<file path="config.mk">
export PLATFORM = sky130hd
export DESIGN_NAME = pcnt_cfg_sequencer
export DESIGN_NICKNAME = d
export VERILOG_FILES = /design/src/rtl/pcnt_cfg_pkg.sv /design/src/rtl/pcnt_cfg_shadow.sv /design/src/rtl/pcnt_cfg_sequencer.sv
export SDC_FILE = /design/constraint.sdc
export NUM_CORES = 1
export LEC_CHECK = 0
export ABC_CLOCK_PERIOD_IN_PS = 3340
export CAP_MARGIN = 5
export CELL_PAD_IN_SITES_DETAIL_PLACEMENT = 0
export CELL_PAD_IN_SITES_GLOBAL_PLACEMENT = 1
export CORE_UTILIZATION = 45
export DETAILED_ROUTE_END_ITERATION = 12
export GPL_TIMING_DRIVEN = 1
export PLACE_DENSITY = 0.82
export SYNTH_ARGS = -nofsm -noshare
export SYNTH_HDL_FRONTEND = slang
export SYNTH_HIERARCHICAL = 1
export SYNTH_SLANG_ARGS = --single-unit
</file>
<file path="constraint.sdc">
create_clock -name clk_i -period 3.34 [get_ports clk_i]
set_input_delay 0.334 -clock clk_i [delete_from_list [all_inputs] [get_ports clk_i]]
set_output_delay 0.334 -clock clk_i [all_outputs]
set_load 0.02 [all_outputs]
</file>
<file path="src/rtl/pcnt_cfg_pkg.sv">
// Shared constants, state encoding and helpers for the pulse-counter run-time config sequencer.
package pcnt_cfg_pkg;

   localparam int unsigned PCNT_MODE_W     = 107;
   localparam int unsigned PCNT_CFG_DATA_W = 32;
   localparam int unsigned PCNT_CFG_NWORDS =
      (PCNT_MODE_W + PCNT_CFG_DATA_W - 1) / PCNT_CFG_DATA_W;

   typedef enum logic [2:0] {
      IDLE    = 3'd0,
      LOAD    = 3'd1,
      QUIESCE = 3'd2,
      COMMIT  = 3'd3,
      RESUME  = 3'd4
   } pcnt_cfg_state_e;

   // Word-index width, kept at least one bit so single-word builds still elaborate.
   function automatic int unsigned idx_width(input int unsigned n);
      return (n > 1) ? $clog2(n) : 1;
   endfunction

endpackage

</file>
<file path="src/rtl/pcnt_cfg_shadow.sv">
// Word-indexed shadow register bank that assembles the mode word from config stream words.
module pcnt_cfg_shadow
   import pcnt_cfg_pkg::*;
#(
   parameter int unsigned MODE_W = PCNT_MODE_W,
   parameter int unsigned DATA_W = PCNT_CFG_DATA_W,
   parameter int unsigned IDX_W  = 2
) (
   input  logic              clk_i,
   input  logic              rst_ni,
   input  logic              we_i,
   input  logic [IDX_W-1:0]  idx_i,
   input  logic [DATA_W-1:0] data_i,
   output logic [MODE_W-1:0] shadow_o
);

   logic [MODE_W-1:0] shadow_q;

   // Only bits below MODE_W are stored; the excess of the final word is dropped here.
   always_ff @(posedge clk_i or negedge rst_ni) begin
      if (!rst_ni) begin
         shadow_q <= '0;
      end else if (we_i) begin
         for (int unsigned b = 0; b < MODE_W; b++) begin
            if (idx_i == IDX_W'(b / DATA_W)) begin
               shadow_q[b] <= data_i[b % DATA_W];
            end
         end
      end
   end

   assign shadow_o = shadow_q;

endmodule

</file>
<file path="src/rtl/pcnt_cfg_sequencer.sv">
// Run-time mode loader for the pulse counter: assemble, quiesce, commit, reset pulse, release.
// Optional readback port of the committed mode is built when PCNT_CFG_READBACK_EN is defined.
module pcnt_cfg_sequencer
   import pcnt_cfg_pkg::*;
#(
   parameter int unsigned       MODE_W      = PCNT_MODE_W,
   parameter int unsigned       DATA_W      = PCNT_CFG_DATA_W,
   parameter int unsigned       STOP_CYCLES = 2,
   parameter logic [MODE_W-1:0] RESET_MODE  = '0
) (
   input  logic              clk_i,
   input  logic              rst_ni,
   input  logic              cfg_valid_i,
   output logic              cfg_ready_o,
   input  logic [DATA_W-1:0] cfg_data_i,
   input  logic              cfg_last_i,
   input  logic              abort_i,
   input  logic              ext_stop_i,
   output logic [MODE_W-1:0] mode_o,
   output logic              pcnt_stop_o,
   output logic              pcnt_rst_o,
   output logic              busy_o,
   output logic              done_o,
   output logic              err_o
`ifdef PCNT_CFG_READBACK_EN
   ,
   input  logic [idx_width((MODE_W+DATA_W-1)/DATA_W)-1:0] rb_idx_i,
   output logic [DATA_W-1:0]                              rb_data_o
`endif
);

   localparam int unsigned     NWORDS   = (MODE_W + DATA_W - 1) / DATA_W;
   localparam int unsigned     IDX_W    = idx_width(NWORDS);
   localparam logic [IDX_W-1:0] LAST_IDX = IDX_W'(NWORDS - 1);

   pcnt_cfg_state_e   state_q, state_d;
   logic [IDX_W-1:0]  idx_q, idx_d;
   logic [3:0]        timer_q, timer_d;
   logic              err_q, err_d;
   logic              stop_q, rst_q, done_q;
   logic [MODE_W-1:0] mode_q;
   logic [MODE_W-1:0] shadow;
   logic              shadow_we;
   logic              accept;

   assign cfg_ready_o = (state_q == IDLE) || (state_q == LOAD);
   assign accept      = cfg_valid_i && cfg_ready_o;

   always_comb begin
      state_d   = state_q;
      idx_d     = idx_q;
      timer_d   = timer_q;
      err_d     = err_q;
      shadow_we = 1'b0;
      case (state_q)
         IDLE, LOAD: begin
            // Abort wins over a same-cycle accept; the offered word is dropped.
            if (abort_i) begin
               state_d = IDLE;
               idx_d   = '0;
            end else if (accept) begin
               shadow_we = 1'b1;
               if (idx_q == LAST_IDX) begin
                  idx_d = '0;
                  if (cfg_last_i) begin
                     state_d = QUIESCE;
                     timer_d = 4'(STOP_CYCLES - 1);
                  end else begin
                     state_d = IDLE;
                     err_d   = 1'b1;
                  end
               end else if (cfg_last_i) begin
                  state_d = IDLE;
                  idx_d   = '0;
                  err_d   = 1'b1;
               end else begin
                  state_d = LOAD;
                  idx_d   = idx_q + IDX_W'(1);
               end
            end
         end
         QUIESCE: begin
            if (timer_q == 4'd0) begin
               state_d = COMMIT;
            end else begin
               timer_d = timer_q - 4'd1;
            end
         end
         COMMIT: begin
            state_d = RESUME;
            err_d   = 1'b0;
         end
         RESUME:  state_d = IDLE;
         default: state_d = IDLE;
      endcase
   end

   always_ff @(posedge clk_i or negedge rst_ni) begin
      if (!rst_ni) begin
         state_q <= IDLE;
         idx_q   <= '0;
         timer_q <= '0;
         err_q   <= 1'b0;
         stop_q  <= 1'b0;
         rst_q   <= 1'b0;
         done_q  <= 1'b0;
         mode_q  <= RESET_MODE;
      end else begin
         state_q <= state_d;
         idx_q   <= idx_d;
         timer_q <= timer_d;
         err_q   <= err_d;
         stop_q  <= (state_d == QUIESCE) || (state_d == COMMIT);
         rst_q   <= (state_d == COMMIT);
         done_q  <= (state_q == RESUME);
         if (state_q == COMMIT) begin
            mode_q <= shadow;
         end
      end
   end

   pcnt_cfg_shadow #(
      .MODE_W (MODE_W),
      .DATA_W (DATA_W),
      .IDX_W  (IDX_W)
   ) u_shadow (
      .clk_i    (clk_i),
      .rst_ni   (rst_ni),
      .we_i     (shadow_we),
      .idx_i    (idx_q),
      .data_i   (cfg_data_i),
      .shadow_o (shadow)
   );

   assign mode_o      = mode_q;
   assign pcnt_stop_o = stop_q | ext_stop_i;
   assign pcnt_rst_o  = rst_q;
   assign busy_o      = (state_q != IDLE);
   assign done_o      = done_q;
   assign err_o       = err_q;

`ifdef PCNT_CFG_READBACK_EN
   logic [DATA_W-1:0] rb_d, rb_q;

   always_comb begin
      rb_d = '0;
      for (int unsigned w = 0; w < NWORDS; w++) begin
         if (rb_idx_i == IDX_W'(w)) begin
            for (int unsigned b = 0; b < DATA_W; b++) begin
               if (w * DATA_W + b < MODE_W) begin
                  rb_d[b] = mode_q[w*DATA_W+b];
               end
            end
         end
      end
   end

   always_ff @(posedge clk_i or negedge rst_ni) begin
      if (!rst_ni) begin
         rb_q <= '0;
      end else begin
         rb_q <= rb_d;
      end
   end

   assign rb_data_o = rb_q;
`endif

endmodule

</file>
==> results.json <==
{
  "outcome": "finished, final reports clean",
  "synth_compound_area_share_pct": 0.933,
  "ioPinCount": 151,
  "grt_usage_pct": 19.7,
  "core-area_sq_mm": 0.0188,
  "finish.utilization_pct": 59.5,
  "layout_commonest_cell": "nand2_1",
  "vias": 5680,
  "synth_cells": 742,
  "hold_path.class": "in2async",
  "rows": 50,
  "syn_area_per_cell_sq_um": 11.8,
  "synth_top_family_by_area": "simple AND/OR/NAND/NOR gates",
  "period_minus_slack_ns": 2.38,
  "ys_ff_latch": 227,
  "layout-drive-gt1-share_pct": 18.1,
  "setup_violations": 0,
  "multiInputGateArea_sq_mm": 0.00277,
  "cp-end-kind": "primary output",
  "holdBufCountCts": 1,
  "fin_crit_sh_pct": 71.3,
  "crit_arrival_ns": 2.05,
  "ys_warn_count": 6,
  "post_cts_buffers": 0,
  "antenna_found_initial": 0,
  "drc_errors": 0,
  "rsz0062_at_grt": "no",
  "numPortBuffers": 150,
  "start_util_pct": 46.3,
  "max-slew-margin-rel_pct": 52.2,
  "gr-total-overflow": 0,
  "grt_max_degree": 96,
  "synth_fa_ha_area_share_pct": 0.430,
  "cts_root_buffer": "clkbuf_16",
  "syn_area_sq_mm": 0.00872,
  "ir_drop_mv": 0.322,
  "slew_violations": 0,
  "regArea_sq_mm": 0.00568,
  "finalHoldViolations": 0,
  "clk_pin_slew_ns": 0.06,
  "dieArea_sq_mm": 0.0199,
  "synthSimpleGateAreaFrac_pct": 16.3,
  "antennaDiodeCount": 0,
  "dpl.hpwl_microns": 11500,
  "die_w_microns": 141,
  "synth_mux_area_share_pct": 14.1,
  "synth_fp_nets": 783,
  "clock_sinks": 227,
  "tritoncts.num_buffers": 24,
  "power_mw": 6.69,
  "grt_pass1_wl_microns": 31100,
  "cpMaxStageDelayCell": "clkdlybuf4s50_1",
  "power.density_mw_per_mm2": 597,
  "crit_required_ns": 3.01,
  "die_y_microns": 141,
  "ys_types": 36,
  "first_pass_iters": 4,
  "synth-seq-area-share_pct": 65.1,
  "post_cts_resized": 0,
  "cap_violations": 0,
  "critical_path_class": "reg2out",
  "start_kind": "flip-flop",
  "place_congestion": 0.761,
  "final_nets": 940,
  "critPathBufInv": 2,
  "clock_path_buffers": 3,
  "pre_cts_ws_ns": 0.745,
  "synth-xor-area-share_pct": 0.100,
  "path_cells": "or2_2 -> inv_1 -> clkdlybuf4s50_1",
  "drt_wl_total_microns": 18700,
  "ant_nets": 0,
  "syn_to_final_growth_pct": 28.5,
  "drt_iter0_drc": 225,
  "setup_tns_ns": 0,
  "cts_tree": "built",
  "worst_slew_pin_slew_ns": 0.718,
  "via_per_inst": 4.85,
  "routedWlPerCell_microns": 15.9,
  "slowest_delay_ns": 0.61,
  "htreeDepth": 1,
  "leakage_nw": 5.56,
  "setup_ws_ns": 0.959,
  "clkLatencyLatePin_ns": 0.51,
  "cp_max_fo": 7,
  "max_freq_mhz": 420,
  "grt_pass1_vias": 5853,
  "final_cell_mix": "nand2_1, dfrtp_1, clkdlybuf4s50_1, mux2_2, clkbuf_16",
  "critPathTopFamily": "buffers and inverters",
  "clock_skew_ns": 0.0140,
  "fill_cells": 1594
}
[cell usage after synthesis]
cell / instances / area, sq um
nand2_1: 325 / 1220
dfrtp_1: 227 / 5680
mux2_2: 106 / 1190
buf_2: 17 / 85.1
buf_4: 8 / 60.1
nor2_1: 6 / 22.5
buf_6: 5 / 56.3
inv_1: 5 / 18.8
a31oi_1: 3 / 18.8
clkbuf_8: 3 / 41.3
ha_1: 3 / 37.5
nand3_1: 3 / 15.0
a21oi_1: 2 / 10.0
mux2_1: 2 / 22.5
nand3b_2: 2 / 22.5
nor2b_1: 2 / 12.5
o21ai_0: 2 / 10.0
o21ai_1: 2 / 10.0
or2_2: 2 / 12.5
a41oi_1: 1 / 8.76
inv_4: 1 / 6.26
mux2i_1: 1 / 10.0
nand3b_1: 1 / 7.51
nor3_1: 1 / 5.00
nor3_2: 1 / 10.0
nor3b_1: 1 / 7.51
nor3b_2: 1 / 12.5
nor3b_4: 1 / 18.8
nor4b_4: 1 / 23.8
o21ai_2: 1 / 8.76
o22ai_1: 1 / 6.26
o32ai_1: 1 / 8.76
or3_2: 1 / 7.51
or3b_1: 1 / 8.76
or3b_4: 1 / 11.3
xor2_1: 1 / 8.76
[final timing paths]
path | slack, ns | start | to | cells past startpoint
worst max-delay path | 0.96 | state_q[1]$_DFF_PN0_ | cfg_ready_o | 3
max in group asynchronous | 1.89 | rst_ni | mode_o[26]$_DFFE_PN0N_ | 3
worst min register to register | 0.45 | u_shadow/shadow_o[1]$_DFFE_PN0P_ | mode_o[1]$_DFFE_PN0N_ | 2
worst max register to register | 1.11 | state_q[1]$_DFF_PN0_ | u_shadow/shadow_o[3]$_DFFE_PN0P_ | 4
min in group clk_i | 0.45 | u_shadow/shadow_o[1]$_DFFE_PN0P_ | mode_o[1]$_DFFE_PN0N_ | 2
worst min-delay path | 0.44 | rst_ni | mode_o[62]$_DFFE_PN0N_ | 2
[sequential cells by signal, summed over array words and instances (netlist names)]
name and cells:
idx_q 2, mode_o 107, pcnt_rst_o 1, err_o 1, done_o 1, u_shadow/shadow_o 107, stop_q 1, timer_q 4
state_q 3
[layer usage]
metal / wire length (microns) / vias to the layer above / global-route usage [%] / part of all wire (%)
li1: - / 2701 / - / -
met1: 9080 / 2836 / 29.3 / 49
met2: 8340 / 113 / 30.1 / 45
met3: 880 / 30 / 3.46 / 4.7
met4: 350 / 0 / 4.69 / 1.9
met5: 0 / - / 0 / 0
[where the power goes]
part           switching [mW]  internal [mW]
Clock                    1.03           1.56
Combinational           0.330          0.434
Sequential              0.203           3.14
[logic make-up after synthesis]
| kind of cell | Yosys count |
|---|---|
| simple gates | 350 |
| xor+xnor | 1 |
| fa+ha+maj | 3 |
| flops | 227 |
| buf+inv | 39 |
| compound gates | 13 |
| mux | 109 |
[cell type report]
class	count	area share [%]
sequential	227	50.7
multi-input combinational	476	24.7
clock inverter	2	0.313
inverter	6	0.223
tap	260	2.90
timing repair buffer	164	14.6
clock buffer	37	6.52
[through the flow]
| step | hold slack, ns | area, sq um | std cells |
|---|---|---|---|
| after floorplan | 0.0384 | 8720 | 742 |
| after CTS | 0.461 | 11200 | 1172 |
| final | 0.441 | 11200 | 1172 |
| after detailed placement | 0.419 | 10400 | 1132 |
| after global placement | 0.419 | 10400 | 1132 |
| after global routing | 0.477 | 11200 | 1172 |
Note: power is estimated with default switching activity, not from simulation.
